===== config.mk =====
export PLATFORM = sky130hd
export DESIGN_NAME = serial_parallel
export DESIGN_NICKNAME = d
export VERILOG_FILES = /design/src/rtl/serial_parallel.sv
export SDC_FILE = /design/constraint.sdc
export NUM_CORES = 1
export LEC_CHECK = 0
export CAP_MARGIN = 20
export CORE_MARGIN = 3
export CORE_UTILIZATION = 55
export CTS_BUF_LIST = sky130_fd_sc_hd__clkbuf_8
export DETAILED_ROUTE_END_ITERATION = 10
export GPL_TIMING_DRIVEN = 0
export PLACE_DENSITY = 0.89
export SLEW_MARGIN = 20
export SYNTH_ARGS = -nofsm -noshare
export SYNTH_HDL_FRONTEND = slang
export SYNTH_SLANG_ARGS = --single-unit

===== constraint.sdc =====
create_clock -name clk -period 4.7 [get_ports clk]
set_input_delay 0.94 -clock clk [delete_from_list [all_inputs] [get_ports clk]]
set_output_delay 0.94 -clock clk [all_outputs]
set_load 0.02 [all_outputs]

===== src/rtl/serial_parallel.sv =====
// serial_parallel: receive end of the scanner's serial echo-bitmap link.
// Rebuilds an LSB-first serial frame into a FRAME_BITS-wide word, checks the
// frame length, and reports hit count, first-hit index and a no-frame timeout.
module serial_parallel #(
    parameter int FRAME_BITS = 400,
    parameter int IDX_W      = 9,
    parameter int TIMEOUT    = 480,
    parameter int TO_W       = 10
) (
    input  logic                  clk,
    input  logic                  rst,
    input  logic                  data_en,
    input  logic                  serial_data,
    output logic [FRAME_BITS-1:0] parallel_data,
    output logic                  frame_valid,
    output logic                  frame_err,
    output logic [IDX_W-1:0]      hit_cnt,
    output logic [IDX_W-1:0]      first_hit,
    output logic                  frame_lost
);

    typedef enum logic [1:0] {
        IDLE,
        SHIFT,
        DRAIN
    } state_t;

    localparam logic [IDX_W-1:0] NO_HIT    = '1;
    localparam logic [IDX_W-1:0] FRAME_LEN = IDX_W'(FRAME_BITS);
    localparam logic [TO_W-1:0]  TO_LIMIT  = TO_W'(TIMEOUT);
    localparam logic [TO_W-1:0]  TO_SAT    = TO_W'(TIMEOUT + 1);

    state_t                  state;
    state_t                  state_next;
    logic [FRAME_BITS-1:0]   sh;
    logic [IDX_W-1:0]        bcnt;
    logic [IDX_W-1:0]        run_hit;
    logic [IDX_W-1:0]        run_first;
    logic [TO_W-1:0]         silence;
    logic [TO_W-1:0]         silence_next;
    logic                    capture;
    logic                    commit;
    logic                    short_err;
    logic                    drain_err;
    logic                    frame_end;

    // State register; reset abandons any partial frame without reporting it.
    always_ff @(posedge clk) begin
        if (!rst) begin
            state <= IDLE;
        end else begin
            state <= state_next;
        end
    end

    // Next-state decode plus the per-cycle events that drive the datapath.
    always_comb begin
        state_next = state;
        capture    = 1'b0;
        commit     = 1'b0;
        short_err  = 1'b0;
        drain_err  = 1'b0;
        case (state)
            IDLE: begin
                if (data_en) begin
                    capture    = 1'b1;
                    state_next = SHIFT;
                end
            end
            SHIFT: begin
                if (data_en) begin
                    if (bcnt < FRAME_LEN) begin
                        capture = 1'b1;
                    end else begin
                        state_next = DRAIN;
                    end
                end else begin
                    if (bcnt == FRAME_LEN) begin
                        commit = 1'b1;
                    end else begin
                        short_err = 1'b1;
                    end
                    state_next = IDLE;
                end
            end
            DRAIN: begin
                if (!data_en) begin
                    drain_err  = 1'b1;
                    state_next = IDLE;
                end
            end
            default: begin
                state_next = IDLE;
            end
        endcase
    end

    // Silence counter update: cleared by a good frame, else counts up and parks at TIMEOUT+1.
    always_comb begin
        frame_end = commit | short_err | drain_err;
        if (commit) begin
            silence_next = '0;
        end else if (silence < TO_SAT) begin
            silence_next = silence + TO_W'(1);
        end else begin
            silence_next = silence;
        end
    end

    // Shift register, running accumulators and registered outputs.
    always_ff @(posedge clk) begin
        if (!rst) begin
            sh            <= '0;
            bcnt          <= '0;
            run_hit       <= '0;
            run_first     <= NO_HIT;
            silence       <= '0;
            parallel_data <= '0;
            frame_valid   <= 1'b0;
            frame_err     <= 1'b0;
            hit_cnt       <= '0;
            first_hit     <= NO_HIT;
            frame_lost    <= 1'b0;
        end else begin
            frame_valid <= commit;
            frame_err   <= short_err | drain_err;
            silence     <= silence_next;
            frame_lost  <= (silence_next >= TO_LIMIT);
            if (capture) begin
                sh      <= {serial_data, sh[FRAME_BITS-1:1]};
                bcnt    <= bcnt + IDX_W'(1);
                run_hit <= run_hit + IDX_W'(serial_data);
                if (serial_data && (run_first == NO_HIT)) begin
                    run_first <= bcnt;
                end
            end
            if (frame_end) begin
                bcnt      <= '0;
                run_hit   <= '0;
                run_first <= NO_HIT;
            end
            if (commit) begin
                parallel_data <= sh;
                hit_cnt       <= run_hit;
                first_hit     <= run_first;
            end
        end
    end

endmodule


-- Yosys cells after proc, flatten, opt, wreduce, memory -nomap -nowiden
Cells that the tools add are included.
- register bits after elaboration: 860
- bits in latches: 0
- RAM bits: 0
- bits in read-only memories: 0
- bits of input ports: 4
- output and inout port bits: 421
- word-level logic and storage cells: 53
- memories: 0
- add/sub/neg operators: 3
- multiply operators: 0
- div/mod/pow operators: 0
- order comparisons: 3
- equal/unequal tests: 7
- shift operators: 0
- multiplexer cells: 19
- bitwise gates (word level): 4
- reductions and logical operators: 5
- operators by type and width (cell ; count):
    $mux 10 ; 2
    $eq 9x9->1 const B ; 2
    $mux 1 ; 11
    $add 10x1->10 const B ; 1
    $ge 10x9->1 const B ; 1
    $lt 10x9->1 const B ; 1
    $add 9x1->9 ; 1
    $add 9x1->9 const B ; 1
    $lt 9x9->1 const B ; 1
    $mux 2 ; 4
    $pmux 2 s3 ; 1
    $ne 2x2->1 const B ; 2
    $ne 3x3->1 const B ; 1
    $or 1x1->1 ; 3
    $reduce_and 3->1 ; 1
    $eq 2x1->1 const B ; 1
    $eq 2x2->1 const B ; 1
    $logic_not 2->1 ; 1
    $pmux 1 s2 ; 1
    $reduce_and 2->1 ; 1
    $reduce_or 2->1 ; 1
    $logic_and 1x1->1 ; 1
    $not 1->1 ; 1

-- Depth between registers and ports, before layout
Gate-level depths: netlist of run 1.
- depth after elaboration: 7
- depth in mapped cells: 9
- depth with buffers taken out: 6

-- Least setup slack after synthesis of run 1
Ideal clock, no wire load.
- path type: input-to-reg
- start point: input port data_en
- end point: register sh[163]
- library setup time: 0.070 ns
- arrival: 2.077 ns
- data required time: 4.630 ns
- path slack: 2.553 ns
- stages on the path: 8
- path buffers: 4
- cell sequence: nor2b_1 -> buf_2 -> o21ai_2 -> buf_2 -> clkbuf_1 -> buf_2 -> nand2_1 -> a21boi_1
- cells in the longest elaborated chain, start to end: 2
- elaborated cells between the ends (all ways): 3
- those cells by class: mux: 3
- ends and longest elaborated chain (element ; RTL line ; source):
    start: declaration ; 12 ; input logic data_en,
    $mux 1, on equally long branches ; 71, 65 ;
    $pmux 1 s2 * ; 63 ; case (state)
    end signal: assignment ; 130 ; sh <= {serial_data, sh[FRAME_BITS-1:1]};
    end: declaration ; 35 ; logic [FRAME_BITS-1:0] sh;
Every way passes the cells marked *; elsewhere a longest branch is shown, timed or not.
A chain may end at the register's enable or synchronous reset.

-- Final worst setup path of run 1
- start point: register bcnt[0]
- end point: register parallel_data[4]
- cells in the longest elaborated chain, start to end: 4
- ends and longest elaborated chain (element ; RTL line ; source):
    start: declaration ; 36 ; logic [IDX_W-1:0] bcnt;
    start signal: assignment ; 131 ; bcnt <= bcnt + IDX_W'(1);
    $eq 9x9->1 ; 78 ; if (bcnt == FRAME_LEN) begin
    $mux 1 ; 78 ;
    $mux 1 ; 71 ; if (data_en) begin
    $mux 1 ; 63 ;
    end signal: assignment ; 143 ; parallel_data <= sh;
    end: declaration ; 14 ; output logic [FRAME_BITS-1:0] parallel_data,
Every way passes these cells.

==> metrics.yaml, run 1 <==
status: "completed"
num-nets-final: 4323
final_antenna_net_count: 0
max_freq_ghz: 0.350
worst_pin_slew_ns: 0.971
cts_setup_buffers: 0
cp-startpoint: "bcnt[0]"
cts_buffers: 134
grt_overflow: 0
syn-cell-area_um2: 31700
first_global_vias: 25600
synth_area_per_cell_um2: 8.44
synth_cell_type_count: 43
report.final.slew_viol_count: 0
first_pass_iters: 5
routed.top_layer: "met4"
htree_levels: 4
final_area_um2: 39600
peakVddDrop_v: 0.000236
cpMostUsedCell: "clkbuf_1"
crit_fanout: 10
crit_end: "parallel_data[4]"
setup_tns_ns: 0
initial_core_util_pct: 55.9
syn_to_final_growth_pct: 24.9
drt_iter0_drc: 1484
slew_headroom_pct: 35.2
vias_per_cell: 5.21
worstPathCellList: "inv_1, ha_1, and4bb_2, nand4_1, clkbuf_1, clkbuf_1, nand2_1, a21boi_1"
hold_viol: 0
antenna_found_initial: 1
cts_resized: 0
hold_ws_ns: 0.449
yosys.area.top_type: "dfxtp_1"
min_path_type: "flop to flop"
die_w_um: 246
drt_wl_total_um: 80900
startpoint_type: "flop"
clk_pin_slew_ns: 0.06
grt_max_degree: 17
cp-end-kind: "flop"
cp_slowest_stage_delay_ns: 0.71
synth_edf_count: 0
r2r_end: "parallel_data[4]"
dr_total_vias: 27000
yosys.area.top_type_share_pct: 54.3
cp_data_required_time_ns: 5.39
postSynthCellCount: 3754
globalplace.congestion: 0.849
whs_path_depth: 2
portBuffers: 423
ys_seq_area_share_pct: 54.3
m1WireLength_um: 34400
hpwl_um: 56400
fin_skew_ns: 0.0188
numClockSinks: 860
wl_met3_um: 4780
clockRootBuffer: "clkbuf_8"
routed-wl-met2_um: 39200
drcViolationCount: 0
synth-warning-count: 0
drive_gt1_share_pct: 7.09
leakagePower_nw: 13.6
synth-seq-cells: 860
rr_startpoint: "bcnt[0]"
synth_nets: 3764
power_density_nw_per_um2: 353
crit_slowest_cell: "clkbuf_1"
yosys-top-cells-area: "dfxtp_1 54%, nand2_1 20%, a21boi_1 18%"
setup_viol: 0
period_share_pct: 60.8
critPathArrivalTime_ns: 3.55
place_area_um2: 36900
detail_route.wl_per_cell_um: 15.6
ff2ff_setup_slack_ns: 1.84
die_h_um: 246
period_needed_ns: 2.86
p_total_w: 0.0140
crit_type: "flop to flop"
core_um2: 56700
ys.flop_type: "dfxtp_1"
io_pins: 425
cts_tree: "done"
rows: 87
clk_latency_ns: 0.76
synth_async_sr_flop_share_pct: 0
die_area_um2: 60600
grt.total_usage_pct: 26.2
cap_violations: 0
worstRegToRegCells: 8
grt_pass1_wl_um: 129000
cts_buffer_depth: 3
rsz0062_at_grt: "false"
cts_hold_buf: 0
per-stage QoR:
step | utilization, % | std cells | setup slack, ns
6_report | 69.8 | 5172 | 1.84
3_3_place_gp | 65.0 | 4933 | 1.13
3_5_place_dp | 65.0 | 4933 | 1.08
2_1_floorplan | - | 3754 | 2.55
5_1_grt | 69.8 | 5170 | 1.69
4_1_cts | 69.8 | 5169 | 1.83
placed cells by master, fill, tap and decap left out, types with 6 or more instances in the layout:
master	count
nand2_1	1652
dfxtp_1	860
clkdlybuf4s50_1	423
a21boi_1	747
o22a_1	9
xor2_1	9
nand4_1	7
a21oi_1	12
clkbuf_8	174
a21boi_0	63
inv_1	54
clkinv_2	6
clkbuf_1	157
nor3_1	6
ha_1	6
nor2_1	21
buf_2	120
nand3_1	15
cells by family (layout without fill, tap and decap cells):
group	after synthesis	count (layout)	share of synthesized area [%]
buf+inv	288	947	3.91
mux	1	1	0.0316
flops	860	860	54.3
simple gates	1731	1731	21.0
other cells	0	3	0
xor+xnor	12	12	0.332
compound gates	856	856	20.2
fa+ha+maj	6	6	0.237
where the power goes:
part	internal (W)	switching [W]
Combinational	0.000157	0.000254
Clock	0.00336	0.00285
Sequential	0.00731	0.0000216
Yosys cell counts (2+ instances only):
master        n
ha_1          6
inv_1         6
xnor2_1       3
and4_1        3
a21boi_1    747
o21ai_0       4
clkbuf_1    157
nand4_1       7
a21boi_0     63
and2_1        4
buf_1         4
buf_2       120
o31ai_1       3
nand3b_1      2
nand2_1    1652
o21a_1        5
nand2b_1      2
a21oi_1      12
a31oi_1       2
xor2_1        9
or3_1         4
nand3_1      15
o22a_1        9
dfxtp_1     860
o211ai_1      4
and3_1        4
or4_1         2
nor2_1       21
nor3_1        6
nor2b_1       3
o2111ai_1     3
layout make-up:
class,instances,area (µm²)
Inverter,6,22.5
Tap cell,756,946
Buffer,282,1220
Clock inverter,62,300
Fill cell,4208,17100
Multi-Input combinational cell,2606,13200
Antenna cell,3,7.51
Timing Repair Buffer,423,4230
Sequential cell,860,17200
Clock buffer,174,2390
critical path, delay by kind of cell, from the launching register on:
| kind | cells | cell delay, ns |
|---|---|---|
| adders and majority gates | 1 | 0.20 |
| and+or+nand+nor | 3 | 0.74 |
| buffers and inverters | 3 | 1.25 |
| DFF | 1 | 0.44 |
| AOI/OAI and AO/OA | 1 | 0.16 |
flip-flops by register name, summed over array words and instances (netlist names):
name and count:
sh 400, first_hit 9, run_hit 9, bcnt 9, silence 10, run_first 9, state 2, frame_lost 1
parallel_data 400, frame_err 1, frame_valid 1, hit_cnt 9
worst min-delay path by stage:
stage | endpoint | slack (ns) | start
floorplan | parallel_data[0] | 0.43 | sh[0]
global placement | parallel_data[389] | 0.44 | parallel_data[389]
detailed placement | parallel_data[88] | 0.44 | parallel_data[88]
CTS | parallel_data[68] | 0.45 | parallel_data[68]
global route | sh[78] | 0.46 | sh[79]
finish | parallel_data[361] | 0.45 | parallel_data[361]
per-layer routing:
metal	GRT usage, %	vias to the layer above
met1	32.2	12800
met3	5.79	168
met5	0	-
met4	10.8	0
li1	-	13300
met2	44.4	714
No activity file was read; power rests on OpenSTA's default activity.
==> run 2, diff against run 1 <==
Clock period 4.7 ns to 2.9 ns, I/O delays scaled along.
==> metrics.yaml, run 2 (same netlist as run 1, synthesis figures left out) <==
status: "completed"
clockRootBuffer: "clkbuf_8"
seq_power_share_pct: 52.5
final_antenna_net_count: 0
p_sw_share_pct: 22.4
critPathArrivalTime_ns: 3.27
drcViolationCount: 0
portBuffers: 423
clkPwrFrac_pct: 44.5
drive_gt1_share_pct: 7.16
period_share_pct: 88.6
cts_buffers: 134
rsz0062_at_grt: "false"
first_pass_iters: 6
crit_buf_inv: 3
cts_tree: "done"
initial_core_util_pct: 55.9
leakagePower_nw: 13.6
power_density_nw_per_um2: 572
first_global_vias: 25600
globalplace.congestion: 0.849
drt_iter0_drc: 1493
clk_pin_slew_ns: 0.06
cap_violations: 0
core_um2: 56700
cp_data_required_time_ns: 3.60
fin_skew_ns: 0.0183
final_common_cell: "nand2_1"
startpoint_type: "flop"
grt.total_usage_pct: 26.2
setup_tns_ns: 0
die_area_um2: 60600
cp-end-kind: "flop"
mostFrequentLayoutCells: "1652 x nand2_1, 860 x dfxtp_1, 747 x a21boi_1"
slew_headroom_pct: 36.6
p_total_w: 0.0226
grt_overflow: 0
critPathTopFamily: "buffers and inverters"
largestRegisters: "parallel_data (400), sh (400), silence (10)"
period_needed_ns: 2.57
cts_buffer_depth: 3
internal_power_w: 0.0176
dr_total_vias: 26900
antenna_found_initial: 1
htree_levels: 4
crit_slowest_cell: "clkbuf_1"
io_pins: 425
crit_fanout: 10
max_freq_ghz: 0.389
cp_slowest_stage_delay_ns: 0.46
rows: 87
hold_viol: 0
num-nets-final: 4323
vias_per_cell: 5.21
cts_setup_buffers: 0
worst_pin_slew_ns: 0.951
switchingPower_w: 0.00507
clk_latency_ns: 0.77
hpwl_um: 56400
report.final.slew_viol_count: 0
setup_viol: 0
grt_max_degree: 17
die_h_um: 246
multi_input_area_um2: 13200
drt_wl_total_um: 80900
die_w_um: 246
detail_route.wl_per_cell_um: 15.6
min_path_type: "flop to flop"
fillers: 4207
numClockSinks: 860
seqCellArea_um2: 17200
grt_pass1_wl_um: 129000
worstPathCellList: "inv_1, ha_1, and4bb_2, nand4_1, clkbuf_2, clkbuf_1, nand2_1, a21boi_1"
crit_type: "flop to flop"
combPwrFrac_pct: 2.9
peakVddDrop_v: 0.000382
syn_to_final_growth_pct: 24.9
run 2: cell types whose count changed in the layout (fill, tap and decap cells not counted):
cell	previous run	this run
clkbuf_1	157	154
clkbuf_2	0	3
run 2: area by class of cell:
type | instances | share of cell area [%]
diodes | 3 | 0.0190
plain buffers | 282 | 3.08
clock buffers | 174 | 6.05
clock inverters | 62 | 0.759
inverters | 6 | 0.0569
multi-input cells | 2606 | 33.5
flip-flops and latches | 860 | 43.5
well taps | 756 | 2.39
repair buffers | 423 | 10.7
run 2: final timing paths:
path                            slack, ns                from  cells after the start                  to
worst max-delay path                 0.33             bcnt[0]                      8    parallel_data[4]
worst min-delay path                 0.45  parallel_data[361]                      2  parallel_data[361]
worst max register to register       0.33             bcnt[0]                      8    parallel_data[4]
worst min register to register       0.45  parallel_data[361]                      2  parallel_data[361]
run 2: tightest hold or removal path: stages, from the launching register on:
cell,delay [ns]
dfxtp_1,0.30
nand2_1,0.05
a21boi_1,0.05
run 2: what timing repair did:
item / 4_1_cts / 5_1_grt
hold buffers: 0 / 0
gates resized for setup: 0 / 8
setup endpoints to repair: 0 / 128
run 2: per-layer routing:
metal  up-vias  track usage [%]  part of all wire (%)
li1      13300                -                     -
met1     12800             32.2                    42
met2       736             44.4                    49
met3       167             5.79                   6.2
met4         0             10.8                   3.0
met5         -                0                     0
run 2: power by group through the flow:
stage / clock [W] / combinational, W / sequential, W
global placement: 0 / 0.000657 / 0.0121
CTS: 0.0102 / 0.000666 / 0.0119
detailed placement: 0 / 0.000662 / 0.0121
global route: 0.0108 / 0.000731 / 0.0119
finish: 0.0101 / 0.000667 / 0.0119
floorplan: 0 / 0.000487 / 0.0121
run 2: through the flow:
step                      cells  setup WS [ns]  hold slack (ns)  utilization [%]  area (µm²)
after floorplan            3754           1.09            0.431                -       31700
after global placement     4933         -0.309            0.440             65.0       36900
after detailed placement   4933         -0.364            0.444             65.0       36900
after CTS                  5169         0.0294            0.453             69.8       39600
after global routing       5170          0.180            0.463             69.8       39600
final                      5172          0.331            0.449             69.8       39600
==> run 3, diff against run 2 <==
Settings changed: ABC_CLOCK_PERIOD_IN_PS from default to 2900, CELL_PAD_IN_SITES_DETAIL_PLACEMENT from default to 1, CELL_PAD_IN_SITES_GLOBAL_PLACEMENT from default to 2, CORE_UTILIZATION 55 to 34, PLACE_DENSITY 0.89 to 0.91.
==> metrics.yaml, run 3 (same netlist as run 1, synthesis figures left out) <==
cts_buffers: 153
cp_slowest_stage_delay_ns: 0.49
clk_pin_slew_ns: 0.06
die_h_um: 311
seqCellArea_um2: 17200
grt.total_usage_pct: 19.2
fin_skew_ns: 0.0354
htree_levels: 4
crit_slowest_cell: "clkbuf_2"
io_pins: 425
multi_input_area_um2: 13200
dr_total_vias: 26600
worst_pin_slew_ns: 0.957
crit_fanout: 10
mostFrequentLayoutCells: "1652 x nand2_1, 860 x dfxtp_1, 747 x a21boi_1"
peakVddDrop_v: 0.000388
min_path_type: "flop to flop"
grt_max_degree: 17
portBuffers: 423
core_um2: 92100
first_global_vias: 27700
clk_latency_ns: 0.81
largestRegisters: "parallel_data (400), sh (400), silence (10)"
initial_core_util_pct: 34.4
grt_overflow: 0
grt_pass1_wl_um: 151000
rows: 111
cts_setup_buffers: 0
cts_resized: 3
cts_buffer_depth: 3
syn_to_final_growth_pct: 28.2
antenna_found_initial: 4
drt_wl_total_um: 94400
cp-end-kind: "flop"
numClockSinks: 860
globalplace.congestion: 0.760
rsz0062_at_grt: "false"
first_pass_iters: 5
clockRootBuffer: "clkbuf_8"
cp_data_required_time_ns: 3.62
hpwl_um: 67700
final_area_um2: 40700
leakagePower_nw: 13.8
drcViolationCount: 0
crit_type: "flop to flop"
cts_tree: "done"
num-nets-final: 4342
period_needed_ns: 2.67
vias_per_cell: 4.67
cap_violations: 0
final_common_cell: "nand2_1"
die_area_um2: 96900
period_share_pct: 92.1
worstPathCellList: "inv_1, ha_1, and4bb_2, nand4_1, clkbuf_2, nand2_1, clkbuf_1, a311oi_1"
critPathArrivalTime_ns: 3.39
status: "completed"
drt_iter0_drc: 1180
hold_viol: 0
detail_route.wl_per_cell_um: 16.6
final_core_util_pct: 44.1
startpoint_type: "flop"
report.final.slew_viol_count: 0
final_antenna_net_count: 0
die_w_um: 311
drive_gt1_share_pct: 7.84
fillers: 11000
setup_viol: 0
max_freq_ghz: 0.375
slew_headroom_pct: 36.2
cts_hold_buf: 0
place_area_um2: 37500
power_density_nw_per_um2: 593
[run 3: changes by cell type in the layout (fill, tap and decap cells not counted)]
cell	previous run	this run
diode_2	3	5
inv_1	54	50
clkbuf_2	3	4
clkbuf_8	174	197
inv_8	1	2
inv_12	0	1
clkbuf_1	154	153
clkinvlp_4	3	6
inv_6	3	2
bufinv_16	1	4
clkinv_8	0	1
[run 3: area by class of cell]
cell class	count	area share, %
clock inverters	66	1.06
multi-input cells	2606	32.6
inverters	6	0.0554
flip-flops and latches	860	42.4
clock buffers	197	6.67
plain buffers	282	3.00
repair buffers	423	10.4
well taps	1243	3.83
diodes	5	0.0308
[run 3: per-layer routing]
metal	wire length, µm	part of all wire [%]	track usage, %	up-vias
li1	-	-	-	13300
met1	42400	45	23.5	12700
met2	45200	48	33.0	407
met3	4720	5.0	5.03	140
met4	2080	2.2	6.08	2
met5	13	0.014	0	-
[run 3: power breakdown]
part / leakage, nW / total [W] / internal (W) / switching [W]
Clock: 1.77 / 0.0115 / 0.00643 / 0.00508
Combinational: 5.08 / 0.000695 / 0.000255 / 0.000440
Sequential: 6.93 / 0.0119 / 0.0119 / 0.0000310
Total: 13.8 / 0.0241 / 0.0185 / 0.00555
[run 3: per-stage QoR]
step | power [W] | TNS (ns) | std cells | hold slack [ns] | setup WS, ns
after floorplan | 0.0126 | 0 | 3754 | 0.431 | 1.09
after global placement | 0.0128 | -230.44 | 5420 | 0.441 | -0.501
after detailed placement | 0.0129 | -247.21 | 5420 | 0.446 | -0.562
after CTS | 0.0246 | 0 | 5683 | 0.396 | 0.0577
after global routing | 0.0252 | 0 | 5687 | 0.464 | 0.00220
final | 0.0241 | 0 | 5688 | 0.447 | 0.230
[run 3: critical path, delay by kind of cell (launching register included)]
family	cells	cell delay, ns
simple gates	3	0.79
flops	1	0.48
fa+ha+maj	1	0.20
compound gates	1	0.25
buf+inv	3	0.87
[run 3: path summary, 6_finish.rpt]
kind / startpoint / end / slack, ns / cells past startpoint
worst max-delay path: bcnt[0] / silence[6] / 0.23 / 8
worst min-delay path: sh[172] / sh[171] / 0.45 / 2
worst max register to register: bcnt[0] / silence[6] / 0.23 / 8
worst min register to register: sh[172] / sh[171] / 0.45 / 2
